### config.mk
export PLATFORM = sky130hd
export DESIGN_NAME = branch_label_encoder_flat
export DESIGN_NICKNAME = d
export VERILOG_FILES = /design/src/rtl/branch_label_encoder_if.sv /design/src/rtl/branch_label_encoder.sv /design/src/flat_wrapper.sv
export SDC_FILE = /design/constraint.sdc
export NUM_CORES = 1
export LEC_CHECK = 0
export BUFFER_PORTS_ARGS = -buffer_cell sky130_fd_sc_hd__buf_4
export CAP_MARGIN = 20
export CORE_MARGIN = 2
export CORE_UTILIZATION = 40
export CTS_CLUSTER_SIZE = 30
export DETAILED_ROUTE_END_ITERATION = 16
export GPL_ROUTABILITY_DRIVEN = 0
export HOLD_SLACK_MARGIN = 0.03
export PLACE_DENSITY_LB_ADDON = 0.2
export SLEW_MARGIN = 5
export SYNTH_ARGS = -nofsm -noshare
export SYNTH_HDL_FRONTEND = slang
export SYNTH_SLANG_ARGS = --single-unit
### constraint.sdc
create_clock -name clk -period 2.1 [get_ports clk]
set_clock_uncertainty 0.15 [all_clocks]
set_input_delay 0.21 -clock clk [delete_from_list [all_inputs] [get_ports clk]]
set_output_delay 0.21 -clock clk [all_outputs]
set_load 0.05 [all_outputs]
### src/rtl/branch_label_encoder_if.sv
// Request/response bundle between the assembler front-end, the label encoder
// and instruction memory.
interface branch_label_encoder_if;
  logic        in_valid;
  logic        in_ready;
  logic        in_mode;
  logic [5:0]  in_opcode;
  logic [4:0]  in_rs;
  logic [31:0] in_offset;
  logic        out_valid;
  logic        out_ready;
  logic [31:0] out_instr;
  logic        out_err;

  modport master (
    output in_valid, in_mode, in_opcode, in_rs, in_offset, out_ready,
    input  in_ready, out_valid, out_instr, out_err
  );

  modport slave (
    input  in_valid, in_mode, in_opcode, in_rs, in_offset, out_ready,
    output in_ready, out_valid, out_instr, out_err
  );
endinterface

### src/rtl/branch_label_encoder.sv
// Range-checks a signed branch offset and packs it into a miniRISC J-type
// (26-bit label) or conditional-branch (rs + 16-bit label) instruction word.
module branch_label_encoder #(
  parameter int CNT_W = 8
) (
  input  logic               clk,
  input  logic               rst,
  branch_label_encoder_if.slave bus,
  output logic [CNT_W-1:0]   err_count,
  output logic [15:0]        instr_count
);

  typedef enum logic [1:0] {IDLE, ENCODE, HOLD} state_t;

  state_t      state_reg, state_next;
  logic        mode_reg;
  logic [5:0]  opcode_reg;
  logic [4:0]  rs_reg;
  logic [31:0] offset_reg;
  logic [31:0] instr_reg;
  logic        err_reg;
  logic [CNT_W-1:0] err_cnt_reg;
  logic [15:0] instr_cnt_reg;

  logic ready_c, valid_c, capture_c, encode_c, deliver_c;
  logic long_fits, short_fits, fits;
  logic [31:0] packed_instr;

  always_ff @(posedge clk) begin
    if (rst) state_reg <= IDLE;
    else     state_reg <= state_next;
  end

  always_comb begin
    state_next = state_reg;
    ready_c    = 1'b0;
    valid_c    = 1'b0;
    capture_c  = 1'b0;
    encode_c   = 1'b0;
    deliver_c  = 1'b0;
    case (state_reg)
      IDLE: begin
        ready_c = 1'b1;
        if (bus.in_valid) begin
          capture_c  = 1'b1;
          state_next = ENCODE;
        end
      end
      ENCODE: begin
        encode_c   = 1'b1;
        state_next = HOLD;
      end
      HOLD: begin
        valid_c = 1'b1;
        if (bus.out_ready) begin
          deliver_c  = 1'b1;
          state_next = IDLE;
        end
      end
      default: state_next = IDLE;
    endcase
  end

  // A label fits when every bit above its sign bit replicates the sign bit,
  // which is exactly what the core's sign-extension will reconstruct.
  assign long_fits  = (&offset_reg[31:25]) | ~(|offset_reg[31:25]);
  assign short_fits = (&offset_reg[31:15]) | ~(|offset_reg[31:15]);
  assign fits       = mode_reg ? short_fits : long_fits;

  always_comb begin
    packed_instr = 32'h0000_0000;
    if (fits) begin
      if (mode_reg) packed_instr = {opcode_reg, rs_reg, 5'b00000, offset_reg[15:0]};
      else          packed_instr = {opcode_reg, offset_reg[25:0]};
    end
  end

  always_ff @(posedge clk) begin
    if (rst) begin
      mode_reg   <= 1'b0;
      opcode_reg <= '0;
      rs_reg     <= '0;
      offset_reg <= '0;
    end else if (capture_c) begin
      mode_reg   <= bus.in_mode;
      opcode_reg <= bus.in_opcode;
      rs_reg     <= bus.in_rs;
      offset_reg <= bus.in_offset;
    end
  end

  always_ff @(posedge clk) begin
    if (rst) begin
      instr_reg     <= '0;
      err_reg       <= 1'b0;
      err_cnt_reg   <= '0;
      instr_cnt_reg <= '0;
    end else begin
      if (encode_c) begin
        instr_reg <= packed_instr;
        err_reg   <= ~fits;
        if (!fits && err_cnt_reg != {CNT_W{1'b1}})
          err_cnt_reg <= err_cnt_reg + CNT_W'(1);
      end
      // Errored NOPs are still delivered, so they count as instructions.
      if (deliver_c)
        instr_cnt_reg <= instr_cnt_reg + 16'd1;
    end
  end

  assign bus.in_ready  = ready_c;
  assign bus.out_valid = valid_c;
  assign bus.out_instr = instr_reg;
  assign bus.out_err   = err_reg;
  assign err_count     = err_cnt_reg;
  assign instr_count   = instr_cnt_reg;

endmodule

### src/flat_wrapper.sv
// flat-port wrapper written by rule: the top's interface ports become plain ports
module branch_label_encoder_flat 
#(
  parameter int CNT_W = 8
)
  (clk, rst, err_count, instr_count, bus_in_valid, bus_in_mode, bus_in_opcode, bus_in_rs, bus_in_offset, bus_out_ready, bus_in_ready, bus_out_valid, bus_out_instr, bus_out_err);
  branch_label_encoder_if bus_i ();
  input  logic clk;
  input  logic rst;
  output logic [CNT_W-1:0] err_count;
  output logic [15:0] instr_count;
  input wire logic [$bits(bus_i.in_valid)-1:0] bus_in_valid;
  input wire logic [$bits(bus_i.in_mode)-1:0] bus_in_mode;
  input wire logic [$bits(bus_i.in_opcode)-1:0] bus_in_opcode;
  input wire logic [$bits(bus_i.in_rs)-1:0] bus_in_rs;
  input wire logic [$bits(bus_i.in_offset)-1:0] bus_in_offset;
  input wire logic [$bits(bus_i.out_ready)-1:0] bus_out_ready;
  output wire logic [$bits(bus_i.in_ready)-1:0] bus_in_ready;
  output wire logic [$bits(bus_i.out_valid)-1:0] bus_out_valid;
  output wire logic [$bits(bus_i.out_instr)-1:0] bus_out_instr;
  output wire logic [$bits(bus_i.out_err)-1:0] bus_out_err;
  assign bus_i.in_valid = bus_in_valid;
  assign bus_i.in_mode = bus_in_mode;
  assign bus_i.in_opcode = bus_in_opcode;
  assign bus_i.in_rs = bus_in_rs;
  assign bus_i.in_offset = bus_in_offset;
  assign bus_i.out_ready = bus_out_ready;
  assign bus_in_ready = bus_i.in_ready;
  assign bus_out_valid = bus_i.out_valid;
  assign bus_out_instr = bus_i.out_instr;
  assign bus_out_err = bus_i.out_err;
  branch_label_encoder #(.CNT_W(CNT_W)) u_core (.clk(clk), .rst(rst), .bus(bus_i), .err_count(err_count), .instr_count(instr_count));
endmodule
**Word-level counts from Yosys, hierarchy flattened**

Index checks and enable logic that the tools add are counted.

- Output and inout port bits: 59
- Input bits: 48
- Register bits after elaboration: 103
- Word-level logic and storage cells: 43

- Add/sub/neg operators: 2
- Equality and inequality tests: 5
- Reduce and logical (&&, ||, !) cells: 9
- Muxes and demuxes: 13
- Bitwise logic cells: 5

Operators with widths:

| operator | count |
|---|---|
| two-way mux 32 bit | 1 |
| two-way mux 26 bit | 1 |
| AND reduction 17 bit | 1 |
| OR reduction 17 bit | 1 |
| adder 16 x 1 -> 16 bit, second input constant | 1 |
| adder 8 x 1 -> 8 bit, second input constant | 1 |
| two-way mux 1 bit | 8 |
| inequality test 8 bit, second input constant | 1 |
| AND reduction 7 bit | 1 |
| OR reduction 7 bit | 1 |
| one-hot mux 2 bit (3 select lines) | 1 |
| two-way mux 2 bit | 2 |
| inequality test 2 bit, second input constant | 2 |
| AND reduction 2 bit | 2 |
| inverter 1 bit | 3 |
| == test 2 x 1 -> 1 bit, second input constant | 1 |
| == test 2 bit, second input constant | 1 |
| logical NOT 2 bit | 1 |
| bitwise OR 1 bit | 2 |
| logical AND 1 bit | 1 |
| logical NOT 1 bit | 1 |

**Longest topological paths before layout**

Gate-level depths: netlist of the first run.

- Word-level depth: 7
- Mapped depth: 6
- Depth with buffers taken out: 5

**Worst setup path before layout of the first run**

No wires, ideal clock.

- Path kind: reg2reg
- From: register u_core.state_reg[1]
- To: register u_core.offset_reg[30]
- Setup time: 0.071 ns
- Setup slack: -0.050 ns
- Clock period less this slack: 2.150 ns
- Data arrival time: 1.930 ns
- Buffers on the path: 2
- Required time: 1.879 ns
- Cell stages (with the launch flop): 7
- Cells stage by stage: dfxtp_1 nor2_1 and2_1 clkbuf_1 clkbuf_1 nand2_1 a21oi_1

- Word-level cells in the longest chain between the ends: 2

RTL lines:

| what | line | source |
|---|---|---|
| start, declared | branch_label_encoder.sv:15 | `state_t state_reg, state_next;` |
| start signal, assigned | branch_label_encoder.sv:31 | `else state_reg <= state_next;` |
| logical NOT 2 bit | branch_label_encoder.sv:41 | `case (state_reg)` |
| two-way mux 1 bit | branch_label_encoder.sv:41 |  |
| end signal, assigned | branch_label_encoder.sv:88 | `offset_reg <= bus.in_offset;` |
| end, declared | branch_label_encoder.sv:19 | `logic [31:0] offset_reg;` |

No other way between the ends.
A chain may end at the register's enable or synchronous reset.

**Worst setup path in the final report of the first run**

- From: register u_core.offset_reg[24]
- To: register u_core.err_cnt_reg[5], in the netlist u_core.err_count[5]

- Word-level cells in the longest chain between the ends: 7
- Elaborated cells on any way between the ends: 8
- Classes of those cells: 1 x mux; 2 x bitwise; 5 x reduce/logical

RTL lines:

| what | line | source |
|---|---|---|
| OR reduction 17 bit | branch_label_encoder.sv:67 | `assign short_fits = (&offset_reg[31:15]) \| ~(\|offset_reg[31:15]);` |
| inverter 1 bit | branch_label_encoder.sv:67 |  |
| bitwise OR 1 bit (*) | branch_label_encoder.sv:67 |  |
| two-way mux 1 bit (*) | branch_label_encoder.sv:68 | `assign fits = mode_reg ? short_fits : long_fits;` |
| logical NOT 1 bit (*) | branch_label_encoder.sv:102 | `if (!fits && err_cnt_reg != {CNT_W{1'b1}})` |
| logical AND 1 bit (*) | branch_label_encoder.sv:102 |  |
| AND reduction 2 bit (no source line) (*) | - |  |
| end signal, assigned | branch_label_encoder.sv:103 | `err_cnt_reg <= err_cnt_reg + CNT_W'(1);` |
| end, declared | branch_label_encoder.sv:22 | `logic [CNT_W-1:0] err_cnt_reg;` |

Mark *: on every way between the ends. The rest lies on a longest branch, timed or not.

==> Implementation_results.wiki, run 1 <==
{| class="wikitable"
! Metric !! Value
|-
| Sinks on Clock Net || 103
|-
| Via count of the first global-routing pass || 3,576
|-
| Final Instance Count excl. Fillers || 770
|-
| Max Clk Rate || around 500 MHz
|-
| Antenna diodes || 0
|-
| First-pass DRT Iterations || 4
|-
| Number of antenna violations at the first check in global routing || 0
|-
| Critical Path, Cell by Cell || nand4_1 -> or3_4 -> a32oi_4 -> buf_12 -> buf_12 -> nor4_2 -> mux2_1
|-
| Most common library cell in the layout ignoring fill and taps || sky130_fd_sc_hd__nand2_1
|-
| Via density || 4.922
|-
| Max-capacitance violation count || 0
|-
| Number of instances in the synthesized netlist || 483
|-
| Number of failing setup endpoints in the final timing report || 0
|-
| Worst-case reg-to-reg path depth || 7
|-
| Relative max-transition margin || 0.4501
|-
| Number of warnings printed during yosys synthesis || 0
|-
| Cell family with most CP delay || simple AND/OR/NAND/NOR gates
|-
| Antenna violation net count after detailed routing || 0
|-
| Share of flip-flops with an asynchronous set or reset after synthesis || 0
|-
| Path type of the worst setup path || flip-flop to flip-flop
|-
| Cells taking the most area after synthesis || sky130_fd_sc_hd__dfxtp_1, sky130_fd_sc_hd__nand2_1, sky130_fd_sc_hd__a21oi_1
|-
| H-Tree Depth || 3
|-
| Routed wire length || 10,510 um
|-
| Worst Hold Launch || rst
|-
| Path class of the lowest-slack min-delay path || input port to flip-flop
|-
| Most used flip-flop cell after synthesis || sky130_fd_sc_hd__dfxtp_1
|-
| Half-perimeter wire length after detailed placement || 6713 um
|-
| Library cell appearing most often on the critical path || sky130_fd_sc_hd__buf_12
|-
| Signal arrival time at the worst endpoint || 2.16 ns
|-
| Clock latency reported for the late side of the worst-skew pair || around 0.37 ns
|-
| Worst hold path cell count || 2
|-
| Critical Path RT || 2.21 ns
|-
| Worst VDD drop || ~360 uV
|-
| Die Span Y || 104.6 um
|-
| Share of layout cells above drive strength 1 || 0.2810
|-
| Max incr delay on CP || approximately 0.39 ns
|-
| Number of buffer cells added on primary ports || 106
|-
| Shortest clock period the worst path allows after layout || 2.049 ns
|-
| Total routing resource utilization after global routing || 0.1875
|-
| # rows || 36
|-
| RR Endpoint || u_core.err_count[5]
|-
| TritonCTS clock tree || done
|-
| Result of the run || finished clean
|-
| Overall power after layout || roughly 4.1 mW
|-
| Number of synthesized register bits || 103
|-
| PwrDens || about 700 nW/um2
|-
| Instance count after placement with tap cells included || a little over 700
|-
| Sum of buffers and inverters on the critical path || 2
|-
| Post-synth top area cell || sky130_fd_sc_hd__dfxtp_1
|-
| Die area || roughly 11,000 um2
|-
| Io pins || ~110
|-
| First-pass GRT wire length || 16,900 um
|-
| Overflow left after global routing || 0
|-
| Number of DRC markers in iteration 0 || between 150 and 200
|-
| Sort of element at the end of the critical path || flip-flop
|-
| Synthesized netlist net count || between 500 and 600
|-
| Core region area || 9819 um2
|-
| Final count of pins violating max slew || 0
|-
| Crit path max fanout || 16
|-
| Period utilization || 0.9758
|-
| Initial Util || 0.4126
|-
| Maximum number of pins on one net before global-route repair || 46
|-
| Number of enable-type register cells in the synthesized netlist || 0
|-
| Standard cell with the maximum stage delay on the critical path || sky130_fd_sc_hd__dfxtp_4
|-
| Residual DRC || 0
|-
| Vias || 3,790
|-
| Nature of the critical path startpoint || flip-flop
|-
| Hold Vio Cnt, Final || 0
|-
| Max Root-Sink Buffers || 2
|-
| Static power due to leakage || 2.235 nW
|-
| Area fraction of the dominant cell type after synthesis || 0.5090
|-
| Summed instance area of the synthesized netlist || 4051 um2
|-
| Part of the Yosys area used for sequential elements || 0.5090
|-
| CTS root buffer || sky130_fd_sc_hd__clkbuf_8
|-
| NumNets Final || 682
|-
| Post-CTS clock slew at the launch and capture registers of the worst setup and hold paths || about 0.11 ns
|-
| Slew at the pin closest to its max-slew limit || 0.8244 ns
|-
| Routed length per instance || 13.65 um
|-
| Cts bufs inserted || 9
|-
| Count of fill cells added during filler insertion || 891
|-
| DIE WIDTH || 104.6 um
|-
| Worst setup path startpoint || u_core.offset_reg[24]
|-
| Reg-to-reg setup timing slack || 0.05 ns
|-
| Number of logic stages on the critical path including buffering || 7
|-
| P&R area growth vs syn || 42.40%
|-
| Reg-to-reg startpoint || u_core.offset_reg[24]
|-
| Mean post-synth cell area || about 8.4 um2
|-
| Capture point of the worst path || u_core.err_count[5]
|-
| Number of distinct standard cells referenced by the synthesized netlist || 41
|-
| Commonest cells after routing, fill and taps aside || sky130_fd_sc_hd__nand2_1, sky130_fd_sc_hd__buf_4, sky130_fd_sc_hd__dfxtp_1
|}
## layer usage
metal | up-vias | share of wire | track usage
met5 | - | 0 | 0
met4 | 0 | 0.014 | 0.06571
met3 | 11 | 0.044 | 0.03182
met2 | 99 | 0.47 | 0.3086
met1 | 1746 | 0.47 | 0.2488
li1 | 1934 | - | -
## kinds of logic (layout without fill, tap and decap cells)
group / count (synthesis) / in the layout / synth area share
flops: 103 / 103 / 0.5090
fa+ha+maj: 2 / 2 / 0.006176
compound gates: 101 / 102 / 0.1547
mux: 7 / 7 / 0.01760
buf+inv: 36 / 189 / 0.04231
xor+xnor: 12 / 12 / 0.02594
simple gates: 222 / 222 / 0.2443
## synthesized netlist by cell type (5+ instances only)
| cell | count |
|---|---|
| sky130_fd_sc_hd__a211oi_1 | 7 |
| sky130_fd_sc_hd__a21oi_1 | 66 |
| sky130_fd_sc_hd__a21oi_2 | 10 |
| sky130_fd_sc_hd__a22oi_1 | 5 |
| sky130_fd_sc_hd__buf_2 | 5 |
| sky130_fd_sc_hd__clkbuf_1 | 21 |
| sky130_fd_sc_hd__dfxtp_1 | 103 |
| sky130_fd_sc_hd__mux2i_1 | 6 |
| sky130_fd_sc_hd__nand2_1 | 139 |
| sky130_fd_sc_hd__nand3_1 | 11 |
| sky130_fd_sc_hd__nand4_1 | 9 |
| sky130_fd_sc_hd__nor2_1 | 28 |
| sky130_fd_sc_hd__nor4_1 | 7 |
| sky130_fd_sc_hd__or3_1 | 5 |
| sky130_fd_sc_hd__xnor2_1 | 7 |
| sky130_fd_sc_hd__xor2_1 | 5 |
## worst min-delay path by stage
stage	endpoint	slack, ns
after detailed placement	u_core.bus.out_instr[13]	0.29
after CTS	u_core.offset_reg[3]	0.05
after floorplan	u_core.offset_reg[0]	0.20
final	u_core.err_count[4]	0.04
after global routing	u_core.err_count[4]	0.05
after global placement	u_core.bus.out_instr[11]	0.29
## timing repair
item                                    in CTS  in global routing
hold buffers                                45                  0
endpoints found under the setup margin       0                 24
endpoints found under the hold margin       45                  0
buffers inserted                             0                  2
resized for setup                            0                 19
## report_power, final
group	internal, mW	total [mW]	switching (mW)
logic	0.276	0.624	0.348
clock network	0.593	1.35	0.761
registers	2.03	2.09	0.0579
## worst register-to-register path, delay by kind of cell, from the launching register on
kind                   cells  cell delay [ns]
AND/OR/NAND/NOR            3             0.56
flip-flops                 1             0.39
buffers and inverters      2             0.29
multiplexers               1             0.32
AO/OA/AOI/OAI              1             0.25
## layout make-up
class / instances / area, um2 / share of cell area
tap: 133 / 166.4 / 0.02884
sequential: 103 / 2086 / 0.3615
clock inverter: 7 / 97.59 / 0.01692
multi-input combinational: 345 / 1862 / 0.3227
inverter: 4 / 15.01 / 0.002602
clock buffer: 9 / 123.9 / 0.02147
timing repair buffer: 169 / 1419 / 0.2459
## per-stage QoR
step | setup slack [ns] | hold slack, ns | util | TNS (ns) | cell area [um2]
floorplan | 0.01414 | 0.1960 | - | 0 | 4055
finish | 0.05085 | 0.04045 | 0.5875 | 0 | 5769
global placement | 0.07626 | 0.2863 | 0.5101 | 0 | 5009
CTS | 0.02195 | 0.05002 | 0.5785 | 0 | 5680
detailed placement | 0.04140 | 0.2950 | 0.5101 | 0 | 5009
global route | -0.01236 | 0.05110 | 0.5875 | -0.01236 | 5769
Power figures use the tool's default switching activity.
==> run 2: changes to the inputs <==
Settings changed: SETUP_SLACK_MARGIN from default to 0.15, SLEW_MARGIN 5 to default.
==> Implementation_results.wiki, run 2 (same netlist as run 1, synthesis figures left out) <==
{| class="wikitable"
! Metric !! Value
|-
| Met1 global-route usage || 0.2483 (was 0.2488)
|-
| Core region area || 9819 um2 (unchanged)
|-
| Die area || 10,950 um2 (unchanged)
|-
| H-Tree Depth || 3 (unchanged)
|-
| Path type of the worst setup path || flip-flop to flip-flop (unchanged)
|-
| Final count of pins violating max slew || 0 (unchanged)
|-
| Standard cell with the maximum stage delay on the critical path || sky130_fd_sc_hd__or4_2 (was sky130_fd_sc_hd__dfxtp_4)
|-
| Via density || 4.972 (was 4.922)
|-
| Antenna diodes || 0 (unchanged)
|-
| Die Span Y || 104.6 um (unchanged)
|-
| Cell area after placement || 4979 um2 (was 5009 um2)
|-
| Count of fill cells added during filler insertion || 898 (was 891)
|-
| Sinks on Clock Net || 103 (unchanged)
|-
| Relative max-transition margin || 0.6867 (was 0.4501)
|-
| Max incr delay on CP || 0.62 ns (was 0.39 ns)
|-
| Combined flip-flop and latch cell area || 2091 um2 (was 2086 um2)
|-
| Signal arrival time at the worst endpoint || 2.15 ns (was 2.16 ns)
|-
| Sort of element at the end of the critical path || flip-flop (unchanged)
|-
| Critical Path, Cell by Cell || and4_1 -> nand4_1 -> a32oi_4 -> buf_12 -> buf_8 -> or4_2 -> a21oi_2 (was nand4_1 -> or3_4 -> a32oi_4 -> buf_12 -> buf_12 -> nor4_2 -> mux2_1)
|-
| PwrDens || 690.1 nW/um2 (was 704.8 nW/um2)
|-
| First-pass DRT Iterations || 4 (unchanged)
|-
| DIE WIDTH || 104.6 um (unchanged)
|-
| Switching Share || 0.2815 (was 0.2871)
|-
| Met3 layer usage reported by global route || 0.04180 (was 0.03182)
|-
| Total routing resource utilization after global routing || 0.1928 (was 0.1875)
|-
| Sequential cell fraction of total power || 0.511 (was 0.513)
|-
| Overall power after layout || 4.081 mW (was 4.066 mW)
|-
| Number of antenna violations at the first check in global routing || 0 (unchanged)
|-
| Int Pwr || 2.932 mW (was 2.899 mW)
|-
| Number of failing setup endpoints in the final timing report || 0 (unchanged)
|-
| Hold Vio Cnt, Final || 0 (unchanged)
|-
| Max Clk Rate || 503.9 MHz (was 488.0 MHz)
|-
| TritonCTS clock tree || done (unchanged)
|-
| Shortest clock period the worst path allows after layout || 1.985 ns (was 2.049 ns)
|-
| Met2 capacity usage during global routing || 0.3268 (was 0.3086)
|-
| # rows || 36 (unchanged)
|-
| Net switching power of the design || 1.149 mW (was 1.167 mW)
|-
| Post-CTS clock slew at the launch and capture registers of the worst setup and hold paths || 0.10 ns (was 0.11 ns)
|-
| P&R area growth vs syn || 45.95% (was 42.40%)
|-
| Most common library cell in the layout ignoring fill and taps || sky130_fd_sc_hd__nand2_1 (unchanged)
|-
| Cell family with most CP delay || simple AND/OR/NAND/NOR gates (unchanged)
|-
| Routed length per instance || 14.13 um (was 13.65 um)
|-
| Reg-to-reg setup timing slack || 0.12 ns (was 0.05 ns)
|-
| Commonest cells after routing, fill and taps aside || sky130_fd_sc_hd__nand2_1, sky130_fd_sc_hd__buf_4, sky130_fd_sc_hd__dfxtp_1 (unchanged)
|-
| Path class of the lowest-slack min-delay path || input port to flip-flop (unchanged)
|-
| Least setup slack across all paths after layout || 0.1154 ns (was 0.05085 ns)
|-
| Critical Path RT || 2.26 ns (was 2.21 ns)
|-
| Initial Util || 0.4126 (unchanged)
|-
| Share of power burned in the clock network || 0.312 (was 0.333)
|-
| Number of buffer cells added on primary ports || 106 (unchanged)
|-
| Setup repair after global routing missed its margin || yes
|-
| CTS root buffer || sky130_fd_sc_hd__clkbuf_8 (unchanged)
|-
| Vias || 3,863 (was 3,790)
|-
| Residual DRC || 0 (unchanged)
|-
| Worst VDD drop || 372.4 uV (was 356.6 uV)
|-
| Crit path max fanout || 6 (was 16)
|-
| Maximum number of pins on one net before global-route repair || 46 (unchanged)
|-
| Period utilization || 0.9450 (was 0.9758)
|-
| Global routing's busiest layer || met2 (unchanged)
|-
| Nature of the critical path startpoint || flip-flop (unchanged)
|-
| Pre-CTS setup slack || -0.01647 ns (was 0.04140 ns)
|-
| Layout Cell Area excl Fill || 5913 um2 (was 5769 um2)
|-
| Static power due to leakage || 2.281 nW (was 2.235 nW)
|-
| Result of the run || finished clean (unchanged)
|-
| Max-capacitance violation count || 0 (unchanged)
|-
| First-pass GRT wire length || 17,050 um (was 16,900 um)
|-
| Half-perimeter wire length after detailed placement || 6747 um (was 6713 um)
|-
| Antenna violation net count after detailed routing || 0 (unchanged)
|-
| Cts bufs inserted || 9 (unchanged)
|-
| Combinational share of power || 0.177 (was 0.154)
|-
| Area used by multi-input combinational logic || 1941 um2 (was 1862 um2)
|-
| Io pins || 107 (unchanged)
|-
| Max Root-Sink Buffers || 2 (unchanged)
|-
| Number of DRC markers in iteration 0 || 145 (was 158)
|-
| Routed wire length || 10,980 um (was 10,510 um)
|-
| Setup TNS Final || 0 ns (unchanged)
|-
| Overflow left after global routing || 0 (unchanged)
|-
| Sum of buffers and inverters on the critical path || 2 (unchanged)
|-
| Clock latency reported for the late side of the worst-skew pair || 0.36 ns (was 0.37 ns)
|-
| Share of layout cells above drive strength 1 || 0.3230 (was 0.2810)
|-
| Slew at the pin closest to its max-slew limit || 0.4700 ns (was 0.8244 ns)
|-
| Via count of the first global-routing pass || 3,502 (was 3,576)
|-
| Util after Layout || 0.6022 (was 0.5875)
|-
| NumNets Final || 689 (was 682)
|}
run 2: final cells by class:
type	count	area share
inverters	4	0.002539
multi-input cells	347	0.3282
clock inverters	7	0.01354
clock buffers	9	0.02095
repair buffers	174	0.2531
flip-flops and latches	103	0.3536
well taps	133	0.02814
run 2: power by group through the flow:
stage | Clock, mW | Combinational [mW] | Sequential [mW]
final | 1.28 | 0.722 | 2.08
after global routing | 1.39 | 0.780 | 2.09
after CTS | 1.31 | 0.688 | 2.08
after detailed placement | 0 | 0.514 | 2.13
after global placement | 0 | 0.505 | 2.12
after floorplan | 0 | 0.272 | 2.18
run 2: stage by stage:
step	hold slack [ns]	std cells
CTS	0.04676	772
global route	0.06990	777
finish	0.07605	777
floorplan	0.1960	483
detailed placement	0.2954	702
global placement	0.2866	702
run 2: path summary, 6_finish.rpt:
| path | cells past startpoint | startpoint | to |
|---|---|---|---|
| setup / recovery | 7 | u_core.offset_reg[29] | u_core.err_count[7] |
| hold reg to reg | 2 | u_core.bus.out_instr[14] | u_core.bus.out_instr[14] |
| setup reg to reg | 7 | u_core.offset_reg[29] | u_core.err_count[7] |
| hold / removal | 2 | rst | u_core.state_reg[0] |
run 2: repair_timing:
action / 4_1_cts / 5_1_grt
gates resized for setup: 19 / 15
pin swaps: 7 / 8
endpoints found under the hold margin: 45 / 0
gates cloned: 3 / 1
hold buffers: 45 / 0
setup buffers: 6 / 4
endpoints found under the setup margin: 34 / 39
run 2: routing by layer:
layer / vias to the layer above / share of wire
li1: 1947 / -
met1: 1815 / 0.46
met2: 93 / 0.48
met3: 8 / 0.049
met4: 0 / 0.010
met5: - / 0
run 2: worst reg2reg max path, cell delays in order (launching register included):
cell and delay [ns]:
sky130_fd_sc_hd__dfxtp_2 0.34, sky130_fd_sc_hd__and4_1 0.19, sky130_fd_sc_hd__nand4_1 0.15, sky130_fd_sc_hd__a32oi_4 0.08, sky130_fd_sc_hd__buf_12 0.16, sky130_fd_sc_hd__buf_8 0.12
sky130_fd_sc_hd__or4_2 0.62, sky130_fd_sc_hd__a21oi_2 0.13
